--- src/rtl/ulpi_tx_engine.sv ---
// ulpi_tx_engine
// Link-side ULPI transmit engine. For each accepted request it drives a
// TX CMD byte ({4'b0100, pid}), then the payload bytes paced by the PHY's
// nxt, then a one-cycle stp. It gives the bus up whenever the PHY owns dir.
//
// Ports
//   ulpi_clk     60 MHz ULPI clock, all logic on the rising edge
//   rst          synchronous active-high reset
//   dir, nxt     PHY bus direction / throttle
//   data_out     byte driven onto the ULPI data bus while data_oe=1
//   data_oe      link drive enable
//   stp          end-of-packet strobe (data_out=00 normal end, FF abort)
//   tx_start     request, sampled only while idle; tx_pid/tx_pid_only latched with it
//   tx_data/tx_valid/tx_last/tx_ready  payload byte stream from the packet builder
//   busy         engine not idle
//   tx_done      one-cycle pulse, packet completed normally (with stp)
//   tx_err       one-cycle pulse, underrun / dir abort / retry exhaustion / nxt timeout
//   dbg_state    current FSM state encoding, for observation only
//
// Handshake: a payload byte moves on a cycle where tx_valid and tx_ready are
// both 1. tx_ready is only raised in DATA on a cycle with nxt=1 and dir=0,
// and the builder must keep tx_data stable while tx_valid=1 and no transfer
// has taken place.
`timescale 1ns/1ps
module ulpi_tx_engine #(
   parameter int MAX_RETRY   = 3,
   parameter int NXT_TIMEOUT = 64
) (
   input  logic       ulpi_clk,
   input  logic       rst,
   input  logic       dir,
   input  logic       nxt,
   output logic [7:0] data_out,
   output logic       data_oe,
   output logic       stp,
   input  logic       tx_start,
   input  logic [3:0] tx_pid,
   input  logic       tx_pid_only,
   input  logic [7:0] tx_data,
   input  logic       tx_valid,
   input  logic       tx_last,
   output logic       tx_ready,
   output logic       busy,
   output logic       tx_done,
   output logic       tx_err,
   output logic [2:0] dbg_state
);

   localparam int RW = $clog2(MAX_RETRY + 2);
   localparam int TW = $clog2(NXT_TIMEOUT + 1);
   localparam logic [RW-1:0] RETRY_LIM = RW'(MAX_RETRY);
   localparam logic [TW-1:0] TMO_LAST  = TW'(NXT_TIMEOUT - 1);

   typedef enum logic [2:0] {
      S_IDLE = 3'd0,
      S_CMD  = 3'd1,
      S_DATA = 3'd2,
      S_STP  = 3'd3,
      S_ABRT = 3'd4,
      S_ERR  = 3'd5,
      S_WAIT = 3'd6
   } state_t;

   state_t        state_q, state_d;
   logic          dir_q;
   logic [3:0]    pid_q, pid_d;
   logic          pid_only_q, pid_only_d;
   logic [RW-1:0] retry_q, retry_d;
   logic [TW-1:0] tmo_q, tmo_d;
   logic          turnaround;
   logic          drive;

   // A change of dir means one turnaround cycle on the bus: nobody drives.
   assign turnaround = (dir != dir_q);

   always_ff @(posedge ulpi_clk) begin
      if (rst) begin
         state_q    <= S_IDLE;
         dir_q      <= 1'b0;
         pid_q      <= 4'h0;
         pid_only_q <= 1'b0;
         retry_q    <= '0;
         tmo_q      <= '0;
      end else begin
         state_q    <= state_d;
         dir_q      <= dir;
         pid_q      <= pid_d;
         pid_only_q <= pid_only_d;
         retry_q    <= retry_d;
         tmo_q      <= tmo_d;
      end
   end

   // Next-state logic
   always_comb begin
      state_d    = state_q;
      pid_d      = pid_q;
      pid_only_d = pid_only_q;
      retry_d    = retry_q;
      tmo_d      = tmo_q;
      unique case (state_q)
         S_IDLE: begin
            // Start only with the bus settled on our side (no turnaround pending).
            if (tx_start && !dir && !dir_q) begin
               pid_d      = tx_pid;
               pid_only_d = tx_pid_only;
               retry_d    = '0;
               tmo_d      = '0;
               state_d    = S_CMD;
            end
         end
         S_CMD: begin
            if (dir) begin
               if (retry_q != '1) retry_d = retry_q + RW'(1);
               state_d = S_WAIT;
            end else if (nxt) begin
               state_d = pid_only_q ? S_STP : S_DATA;
            end else if (tmo_q == TMO_LAST) begin
               state_d = S_ERR;
            end else begin
               tmo_d = tmo_q + TW'(1);
            end
         end
         S_DATA: begin
            // Once payload has started there is no clean way to resume.
            if (dir) begin
               state_d = S_ERR;
            end else if (nxt) begin
               if (!tx_valid)    state_d = S_ABRT;
               else if (tx_last) state_d = S_STP;
            end
         end
         S_STP, S_ABRT, S_ERR: state_d = S_IDLE;
         S_WAIT: begin
            // Hold through the PHY's ownership and the turnaround after it.
            if (!dir && !dir_q) begin
               if (retry_q > RETRY_LIM) begin
                  state_d = S_ERR;
               end else begin
                  tmo_d   = '0;
                  state_d = S_CMD;
               end
            end
         end
         default: state_d = S_IDLE;
      endcase
   end

   // Output decode: Moore from state, except the DATA byte and tx_ready.
   always_comb begin
      data_out = 8'h00;
      stp      = 1'b0;
      tx_done  = 1'b0;
      tx_err   = 1'b0;
      tx_ready = 1'b0;
      drive    = 1'b0;
      case (state_q)
         S_CMD: begin
            data_out = {4'b0100, pid_q};
            drive    = 1'b1;
         end
         S_DATA: begin
            data_out = tx_data;
            drive    = 1'b1;
            tx_ready = nxt && !dir && tx_valid;
         end
         S_STP: begin
            stp     = 1'b1;
            tx_done = 1'b1;
            drive   = 1'b1;
         end
         S_ABRT: begin
            data_out = 8'hFF;
            stp      = 1'b1;
            tx_err   = 1'b1;
            drive    = 1'b1;
         end
         S_ERR: tx_err = 1'b1;
         default: ;
      endcase
   end

   assign data_oe   = drive && !dir && !turnaround;
   assign busy      = (state_q != S_IDLE);
   assign dbg_state = state_q;

endmodule

--- config.mk ---
export PLATFORM = sky130hd
export DESIGN_NAME = ulpi_tx_engine
export DESIGN_NICKNAME = d
export VERILOG_FILES = /design/src/rtl/ulpi_tx_engine.sv
export SDC_FILE = /design/constraint.sdc
export NUM_CORES = 1
export LEC_CHECK = 0
export BUFFER_PORTS_ARGS = -buffer_cell sky130_fd_sc_hd__buf_2
export CAP_MARGIN = 10
export CORE_MARGIN = 1
export CORE_UTILIZATION = 40
export CTS_BUF_LIST = sky130_fd_sc_hd__clkbuf_2
export CTS_CLUSTER_DIAMETER = 50
export DETAILED_ROUTE_END_ITERATION = 10
export SETUP_SLACK_MARGIN = 0.05
export SLEW_MARGIN = 20
export SYNTH_ARGS = -nofsm -noshare
export SYNTH_HDL_FRONTEND = slang
export SYNTH_SLANG_ARGS = --single-unit
--- constraint.sdc ---
create_clock -name ulpi_clk -period 3.57 [get_ports ulpi_clk]
set_input_delay 0.1785 -clock ulpi_clk [delete_from_list [all_inputs] [get_ports ulpi_clk]]
set_output_delay 0.1785 -clock ulpi_clk [all_outputs]
set_load 0.005 [all_outputs]
==> flow_summary.ini, run 1 <==
[outcome]
status = completed

[synthesis]
syn-mean-instance-area_um2 = 7.69
ys_ff_latch = 19
yosysSeqAreaShare_pct = 29.3
synth_edf_count = 0
ys_types = 47
synthesis.area_um2 = 1300
synthesis.nets = 194
synth_ff_type = dfxtp_1
synthArstFlopShare_pct = 0
synthCells = 169
yosysWarningCount = 0

[cts]
clk_latency_ns = 0.32
root_buffer = clkbuf_2
cts.repair.resized = 0
htree_levels = 1
cts_setup_buffers = 0
ctsHoldBuffers = 0
cts_tree = yes
cts_buffers = 3
cts_sinks = 19
ctsLongestPathBuffers = 2
clkSlewWorstSetupHoldPaths_ns = 0.18

[global_routing]
grt_pass1_wl_mm = 5.42
grt_max_degree = 21
gr-total-overflow = 0
antenna_found_initial = 0
grt_pass1_vias = 1205
grt.total_usage_pct = 20.1

[die]
io_pins = 37
design.core.area_um2 = 3080
rows = 20
die_y_um = 59.0
initial_utilization_pct = 42.2
die_area_um2 = 3480
die_x_um = 59.0

[power]
p_leak_nw = 0.639
power.density_nw_per_um2 = 289
ir_worst_vdd_mv = 0.185
combPwrFrac_pct = 23.9
power_frac_seq_pct = 53.0
swShare_pct = 33.0
pwr-share-clk_pct = 23.0
intPower_mw = 0.292
p_switching_mw = 0.144

[setup_path]
critPathKind = flip-flop to flip-flop
required_ns = 3.83
end_kind = flip-flop
startpoint_type = flip-flop
worst-endpoint-arrival_ns = 2.40
cp_max_fo = 20
r2r_slack_ns = 1.43

[sta]
timing.slew.headroom_pct = 52.9
clock_skew_ns = 0.0198
drv_slew = 0
fmax_ghz = 0.468
rsz0062_at_grt = false
setup_tns_ns = 0
finalSetupViolCount = 0
worst_slew_pin_slew_ns = 0.688
fin_crit_sh_pct = 59.9
hold_viol_final = 0
period_needed_ns = 2.14

[cells_and_area]
area_delta_synth_final_pct = 15.9
final_cell_mix = buf_2 (36), nand2_1 (19), dfxtp_1 (19)
fillers = 331
drive_gt1_share_pct = 24.6
fin_nets = 225
final_common_cell = buf_2
final_util_pct = 48.9
antenna_cells = 0

[detailed_routing]
via_per_inst = 5.65
drcViolationCount = 0
dr.pass1.iters = 4
drt_iter0_drc = 105
wl_per_cell_um = 13.9
vias = 1372
wl_mm = 3.39
final_antenna_net_count = 0

[placed_design]
portBuffers = 36
dp_hpwl_mm = 2.51
gp_congestion = 0.845

[min_path]
hp-class = primary input to flip-flop

[run]
cap_violations = 0
Yosys cell counts, types with 2 or more instances:
library cell / instances / area share [%]
nand2_1: 19 / 5.5
nor3_1: 5 / 1.9
nand3_1: 9 / 3.5
inv_1: 11 / 3.2
a22oi_1: 5 / 2.9
a31oi_1: 2 / 0.96
or2_2: 3 / 1.4
and4b_1: 2 / 1.5
a211oi_1: 6 / 3.5
nor4b_1: 2 / 1.3
nand2b_1: 4 / 1.9
o32ai_1: 2 / 1.3
dfxtp_1: 19 / 29
clkbuf_1: 5 / 1.4
a21oi_1: 13 / 5.0
buf_2: 3 / 1.2
nor2_1: 8 / 2.3
ha_1: 5 / 4.8
o21ai_0: 14 / 5.4
and3_1: 2 / 0.96
nor2b_1: 4 / 1.9
flip-flops by register name, summed over array words and instances (netlist names):
name,flops
pid_q,4
retry_q,3
dbg_state,3
pid_only_q,1
dir_q,1
tmo_q,7
power groups by stage:
stage               Sequential, mW  Clock, mW  Combinational [mW]
global route                 0.233      0.111               0.118
detailed placement           0.235          0               0.104
floorplan                    0.229          0              0.0735
finish                       0.231      0.100               0.104
global placement             0.234          0               0.102
CTS                          0.231      0.104               0.104
through the flow:
stage / power [mW] / cell area, um2 / hold WS [ns] / setup WS, ns / instances
final: 0.436 / 1510 / 0.101 / 1.43 / 243
after global routing: 0.462 / 1510 / 0.0750 / 1.22 / 243
after CTS: 0.439 / 1510 / 0.0777 / 1.43 / 243
after detailed placement: 0.339 / 1490 / 0.445 / 1.48 / 239
after global placement: 0.337 / 1490 / 0.435 / 1.58 / 239
after floorplan: 0.303 / 1300 / 0.326 / 1.89 / 169
worst max-delay path: stages (launching register included):
cell and delay (ns):
dfxtp_1 0.77, nor3_4 0.16, inv_1 0.17, nor2_1 0.08
a2111oi_0 0.64, and4_1 0.29
routing by layer:
metal  global-route usage (%)  up-vias  routed length, um
met3                     2.40        2                137
met1                     29.9      648               1680
met2                     29.9       37               1550
met4                     6.80        0                 17
met5                        0        -                  0
li1                         -      685                  -
area by class of cell:
class	count	area, um2	area share [%]
inverter	11	41.3	2.74
sequential	19	380	25.2
multi-input combinational	129	830	55.1
tap	44	55.1	3.65
clock buffer	4	20.0	1.33
timing repair buffer	36	180	12.0
worst paths after layout:
check | start | endpoint | depth (start not counted)
setup / recovery | dbg_state[2]$_SDFFE_PP0P_ | dbg_state[0]$_SDFFE_PP0P_ | 5
hold / removal | tx_pid[3] | pid_q[3]$_SDFFE_PP0P_ | 3
setup reg to reg | dbg_state[2]$_SDFFE_PP0P_ | dbg_state[0]$_SDFFE_PP0P_ | 5
hold reg to reg | pid_only_q$_SDFFE_PP0P_ | pid_only_q$_SDFFE_PP0P_ | 2
kinds of logic after synthesis:
group,after synthesis,share of synthesized area (%)
fa+ha+maj,5,4.81
compound gates,55,29.0
buf+inv,21,6.93
simple gates,69,30.0
flops,19,29.3
(Power assumes the default switching activity.)
==> run 2, diff against run 1 <==
--- a/config.mk
+++ b/config.mk
@@ -12,6 +12,7 @@
 export CTS_BUF_LIST = sky130_fd_sc_hd__clkbuf_2
 export CTS_CLUSTER_DIAMETER = 50
 export DETAILED_ROUTE_END_ITERATION = 10
+export PLACE_DENSITY = 0.67
 export SETUP_SLACK_MARGIN = 0.05
 export SLEW_MARGIN = 20
 export SYNTH_ARGS = -nofsm -noshare
==> constraint.sdc (replaced) <==
create_clock -name ulpi_clk -period 1.93 [get_ports ulpi_clk]
set_input_delay 0.0965 -clock ulpi_clk [delete_from_list [all_inputs] [get_ports ulpi_clk]]
set_output_delay 0.0965 -clock ulpi_clk [all_outputs]
set_load 0.005 [all_outputs]
==> run 2 against run 1 <==
Net effect:
- sequential cell count unchanged
- global-route usage down 1.1 points
- hold slack got worse by 0.072 ns
- register-to-register slack lost 1.3 ns
- critical path depth unchanged
- cell area is 7.9% higher
- die area unchanged
- combinational power grew 120%
- sequential share of layout area shrank 1.5 points
==> flow_summary.ini, run 2 (same netlist as run 1, synthesis figures left out) <==
[power]
p_leak_nw = 0.703
finalPower_mw = 0.823
ir_worst_vdd_mv = 0.321
power.density_nw_per_um2 = 506

[setup_path]
critPathKind = flip-flop to flip-flop
end_kind = flip-flop
required_ns = 2.17
worst-endpoint-arrival_ns = 2.04
cp-startpoint = tmo_q[0]$_SDFFE_PP0P_
cp_max_fo = 5
r2r_start = tmo_q[0]$_SDFFE_PP0P_
startpoint_type = flip-flop

[cells_and_area]
drive_gt1_share_pct = 30.8
register_area_um2 = 387
largest_register = tmo_q
final_util_pct = 52.8
fillers = 297
final_common_cell = buf_2
final_cell_mix = buf_2 (36), nand2_1 (19), dfxtp_1 (16)
post-route-cell-area_um2 = 1630
largest_register_ffs = 7
finalNonFillerCells = 255
multiInputGateArea_um2 = 847
area_delta_synth_final_pct = 25.0
top_regs = tmo_q: 7 flops, pid_q: 4 flops
fin_nets = 237
antenna_cells = 0

[detailed_routing]
wl_mm = 3.35
dr.pass1.iters = 4
vias = 1440
wl_per_cell_um = 13.1
final_antenna_net_count = 0
drcViolationCount = 0
drt_iter0_drc = 43
via_per_inst = 5.65

[placed_design]
dp.cells = 247
dp_hpwl_mm = 2.50
gp_congestion = 0.902
pre_cts_ws_ns = 0.111
portBuffers = 36
post_dp_cell_area_um2 = 1550

[cts]
htree_levels = 1
cts_sinks = 19
cts_buffers = 3
ctsLongestPathBuffers = 2
cts_tree = yes
root_buffer = clkbuf_2
clkSlewWorstSetupHoldPaths_ns = 0.18
clk_latency_ns = 0.31

[global_routing]
gr-total-overflow = 0
antenna_found_initial = 0
grt.total_usage_pct = 19.0
grt_pass1_wl_mm = 5.02
grt_max_degree = 20
grt_pass1_vias = 1112

[min_path]
holdCritStartpoint = tx_pid[0]
hp-class = primary input to flip-flop

[sta]
hold_ws_ns = 0.0284
fin_ws_ns = 0.134
rsz0062_at_grt = false
setup_tns_ns = 0
clock_skew_ns = 0.00850
fin_crit_sh_pct = 93.0
hold_viol_final = 0
finalSetupViolCount = 0
timing.slew.headroom_pct = 64.5
worst_slew_pin_slew_ns = 0.531
drv_slew = 0
fmax_ghz = 0.557
period_needed_ns = 1.80

[die]
initial_utilization_pct = 42.2
die_area_um2 = 3480
io_pins = 37
design.core.area_um2 = 3080
die_y_um = 59.0
rows = 20
die_x_um = 59.0

[run]
cap_violations = 0

[outcome]
status = completed
run 2: cell types whose count changed in the layout (fill, tap and decap cells not counted), sizes merged:
cell / change
buf: +10
dlygate4sd3: +2
run 2: repair_timing:
| action | CTS | global route |
|---|---|---|
| resized for setup | 2 | 7 |
| hold buffers | 0 | 2 |
| endpoints found under the setup margin | 6 | 14 |
| hold endpoints to repair | 0 | 2 |
| buffers inserted | 0 | 2 |
run 2: cell type report:
class	count	area share [%]
timing repair buffer	48	16.9
inverter	11	2.54
multi-input combinational	129	52.1
clock buffer	4	1.23
tap	44	3.39
sequential	19	23.8
run 2: report_power, final:
part	internal, mW	total, mW	leakage, nW	switching [mW]
logic	0.101	0.224	0.530	0.123
registers	0.405	0.422	0.156	0.0168
clock network	0.0549	0.177	0.0166	0.122
run 2: path summary, 6_finish.rpt:
check	end	slack, ns	cells past startpoint
max	tmo_q[5]$_SDFFE_PP0P_	0.13	5
min	pid_q[0]$_SDFFE_PP0P_	0.03	3
max reg2reg	tmo_q[5]$_SDFFE_PP0P_	0.13	5
min reg2reg	pid_q[3]$_SDFFE_PP0P_	0.47	2
run 2: worst max-delay path, stage by stage, from the launching register on:
cell     delay [ns]
dfxtp_1        0.38
ha_1           0.25
and4b_1        0.17
or4_1          0.41
or3_1          0.34
o32ai_2        0.19
run 2: layer usage:
metal	track usage (%)	routed length, um
met5	0	0
met4	5.78	29
met3	2.62	161
met2	30.8	1630
met1	26.2	1520
==> run 3, diff against run 2 <==
--- a/config.mk
+++ b/config.mk
@@ -11,7 +11,9 @@
 export CORE_UTILIZATION = 40
 export CTS_BUF_LIST = sky130_fd_sc_hd__clkbuf_2
 export CTS_CLUSTER_DIAMETER = 50
+export CTS_CLUSTER_SIZE = 25
 export DETAILED_ROUTE_END_ITERATION = 10
+export HOLD_SLACK_MARGIN = 0.08
 export PLACE_DENSITY = 0.67
 export SETUP_SLACK_MARGIN = 0.05
 export SLEW_MARGIN = 20
==> run 3 against run 2 <==
Net effect:
- final cell count rose by 1.2%
- non-clock buffer count rose by 3
- fmax is 0.15% higher
- largest power group unchanged
- sequential share of layout area is 0.43 points lower
- sequential power barely moved
- register-to-register slack hardly changed
- sequential cell count did not move
- global-route usage increased by 0.18 points
- count of clock-buffer cells in the layout did not move
==> flow_summary.ini, run 3 (same netlist as run 1, synthesis figures left out) <==
[outcome]
status = completed

[detailed_routing]
dr.pass1.iters = 4
via_per_inst = 5.57
wl_per_cell_um = 13.1
vias = 1438
drt_iter0_drc = 55
final_antenna_net_count = 0
wl_mm = 3.38
drcViolationCount = 0

[power]
p_leak_nw = 0.715
ir_worst_vdd_mv = 0.321
power.density_nw_per_um2 = 499

[cells_and_area]
antenna_cells = 0
largest_register = tmo_q
top_regs = tmo_q: 7 flops, pid_q: 4 flops
fin_nets = 240
area_delta_synth_final_pct = 27.3
finalNonFillerCells = 258
final_cell_mix = buf_2 (36), nand2_1 (19), dfxtp_1 (16)
drive_gt1_share_pct = 30.4
final_common_cell = buf_2
fillers = 294
largest_register_ffs = 7
final_util_pct = 53.8

[cts]
root_buffer = clkbuf_2
cts_sinks = 19
ctsLongestPathBuffers = 2
clk_latency_ns = 0.30
htree_levels = 1
clkSlewWorstSetupHoldPaths_ns = 0.18
cts_tree = yes
cts_buffers = 3

[global_routing]
grt_max_degree = 20
grt_pass1_wl_mm = 5.08
gr-total-overflow = 0
grt_pass1_vias = 1124
antenna_found_initial = 0
grt.total_usage_pct = 19.2

[placed_design]
portBuffers = 36
dp_hpwl_mm = 2.50
gp_congestion = 0.902
dp.cells = 247

[sta]
clock_skew_ns = 0.00503
worst_slew_pin_slew_ns = 0.531
setup_tns_ns = 0
hold_viol_final = 0
rsz0062_at_grt = false
period_needed_ns = 1.79
finalSetupViolCount = 0
fin_crit_sh_pct = 92.9
timing.slew.headroom_pct = 64.5
drv_slew = 0
fmax_ghz = 0.558

[run]
cap_violations = 0

[setup_path]
cp_max_fo = 5
worst-endpoint-arrival_ns = 2.03
required_ns = 2.17
startpoint_type = flip-flop
critPathKind = flip-flop to flip-flop
r2r_slack_ns = 0.14
end_kind = flip-flop

[die]
die_x_um = 59.0
die_y_um = 59.0
initial_utilization_pct = 42.2
design.core.area_um2 = 3080
die_area_um2 = 3480
io_pins = 37
rows = 20

[min_path]
hp-class = primary input to flip-flop
## run 3: changes by cell type in the layout (fill, tap and decap cells not counted), sizes merged
cell,before,now
dlygate4sd3,2,5
## run 3: routing by layer
metal / global-route usage, % / up-vias / wire length (um)
met2: 31.2 / 52 / 1650
met4: 5.78 / 0 / 25
met1: 26.5 / 660 / 1530
li1: - / 721 / -
met3: 2.62 / 5 / 177
met5: 0 / - / 0
## run 3: timing repair
| action | in CTS | in global routing |
|---|---|---|
| setup endpoints to repair | 6 | 14 |
| pin swaps | 0 | 0 |
| hold endpoints to repair | 5 | 0 |
| setup buffers | 0 | 2 |
| hold buffers | 5 | 0 |
| gates resized for setup | 2 | 7 |
## run 3: layout make-up
cell class	instances	area [um2]	share of cell area, %
multi-input cells	129	847	51.2
flip-flops and latches	19	387	23.4
repair buffers	51	305	18.4
well taps	44	55.1	3.33
inverters	11	41.3	2.49
clock buffers	4	20.0	1.21
## run 3: where the power goes
group / switching, mW / leakage [nW] / internal (mW)
registers: 0.0169 / 0.156 / 0.405
logic: 0.124 / 0.543 / 0.105
clock network: 0.121 / 0.0166 / 0.0549
## run 3: path summary, 6_finish.rpt
check,depth (start not counted),endpoint,start
hold reg to reg,2,pid_q[3]$_SDFFE_PP0P_,pid_q[3]$_SDFFE_PP0P_
setup / recovery,5,tmo_q[5]$_SDFFE_PP0P_,tmo_q[0]$_SDFFE_PP0P_
hold / removal,3,dbg_state[0]$_SDFFE_PP0P_,rst
setup reg to reg,5,tmo_q[5]$_SDFFE_PP0P_,tmo_q[0]$_SDFFE_PP0P_
## run 3: stage by stage
step | hold slack, ns | power [mW] | setup WS [ns] | instance area, um2
3_5_place_dp | 0.360 | 0.643 | 0.111 | 1550
4_1_cts | 0.175 | 0.824 | 0.0703 | 1620
2_1_floorplan | 0.244 | 0.560 | 0.247 | 1300
6_report | 0.151 | 0.826 | 0.137 | 1660
5_1_grt | 0.136 | 0.874 | 0.0659 | 1660
3_3_place_gp | 0.351 | 0.639 | 0.0929 | 1550
## run 3: worst max-delay path: stages, from the launching register on
cell and delay (ns):
dfxtp_1 0.38, ha_1 0.24, and4b_1 0.17, or4_1 0.41, or3_1 0.34, o32ai_2 0.19
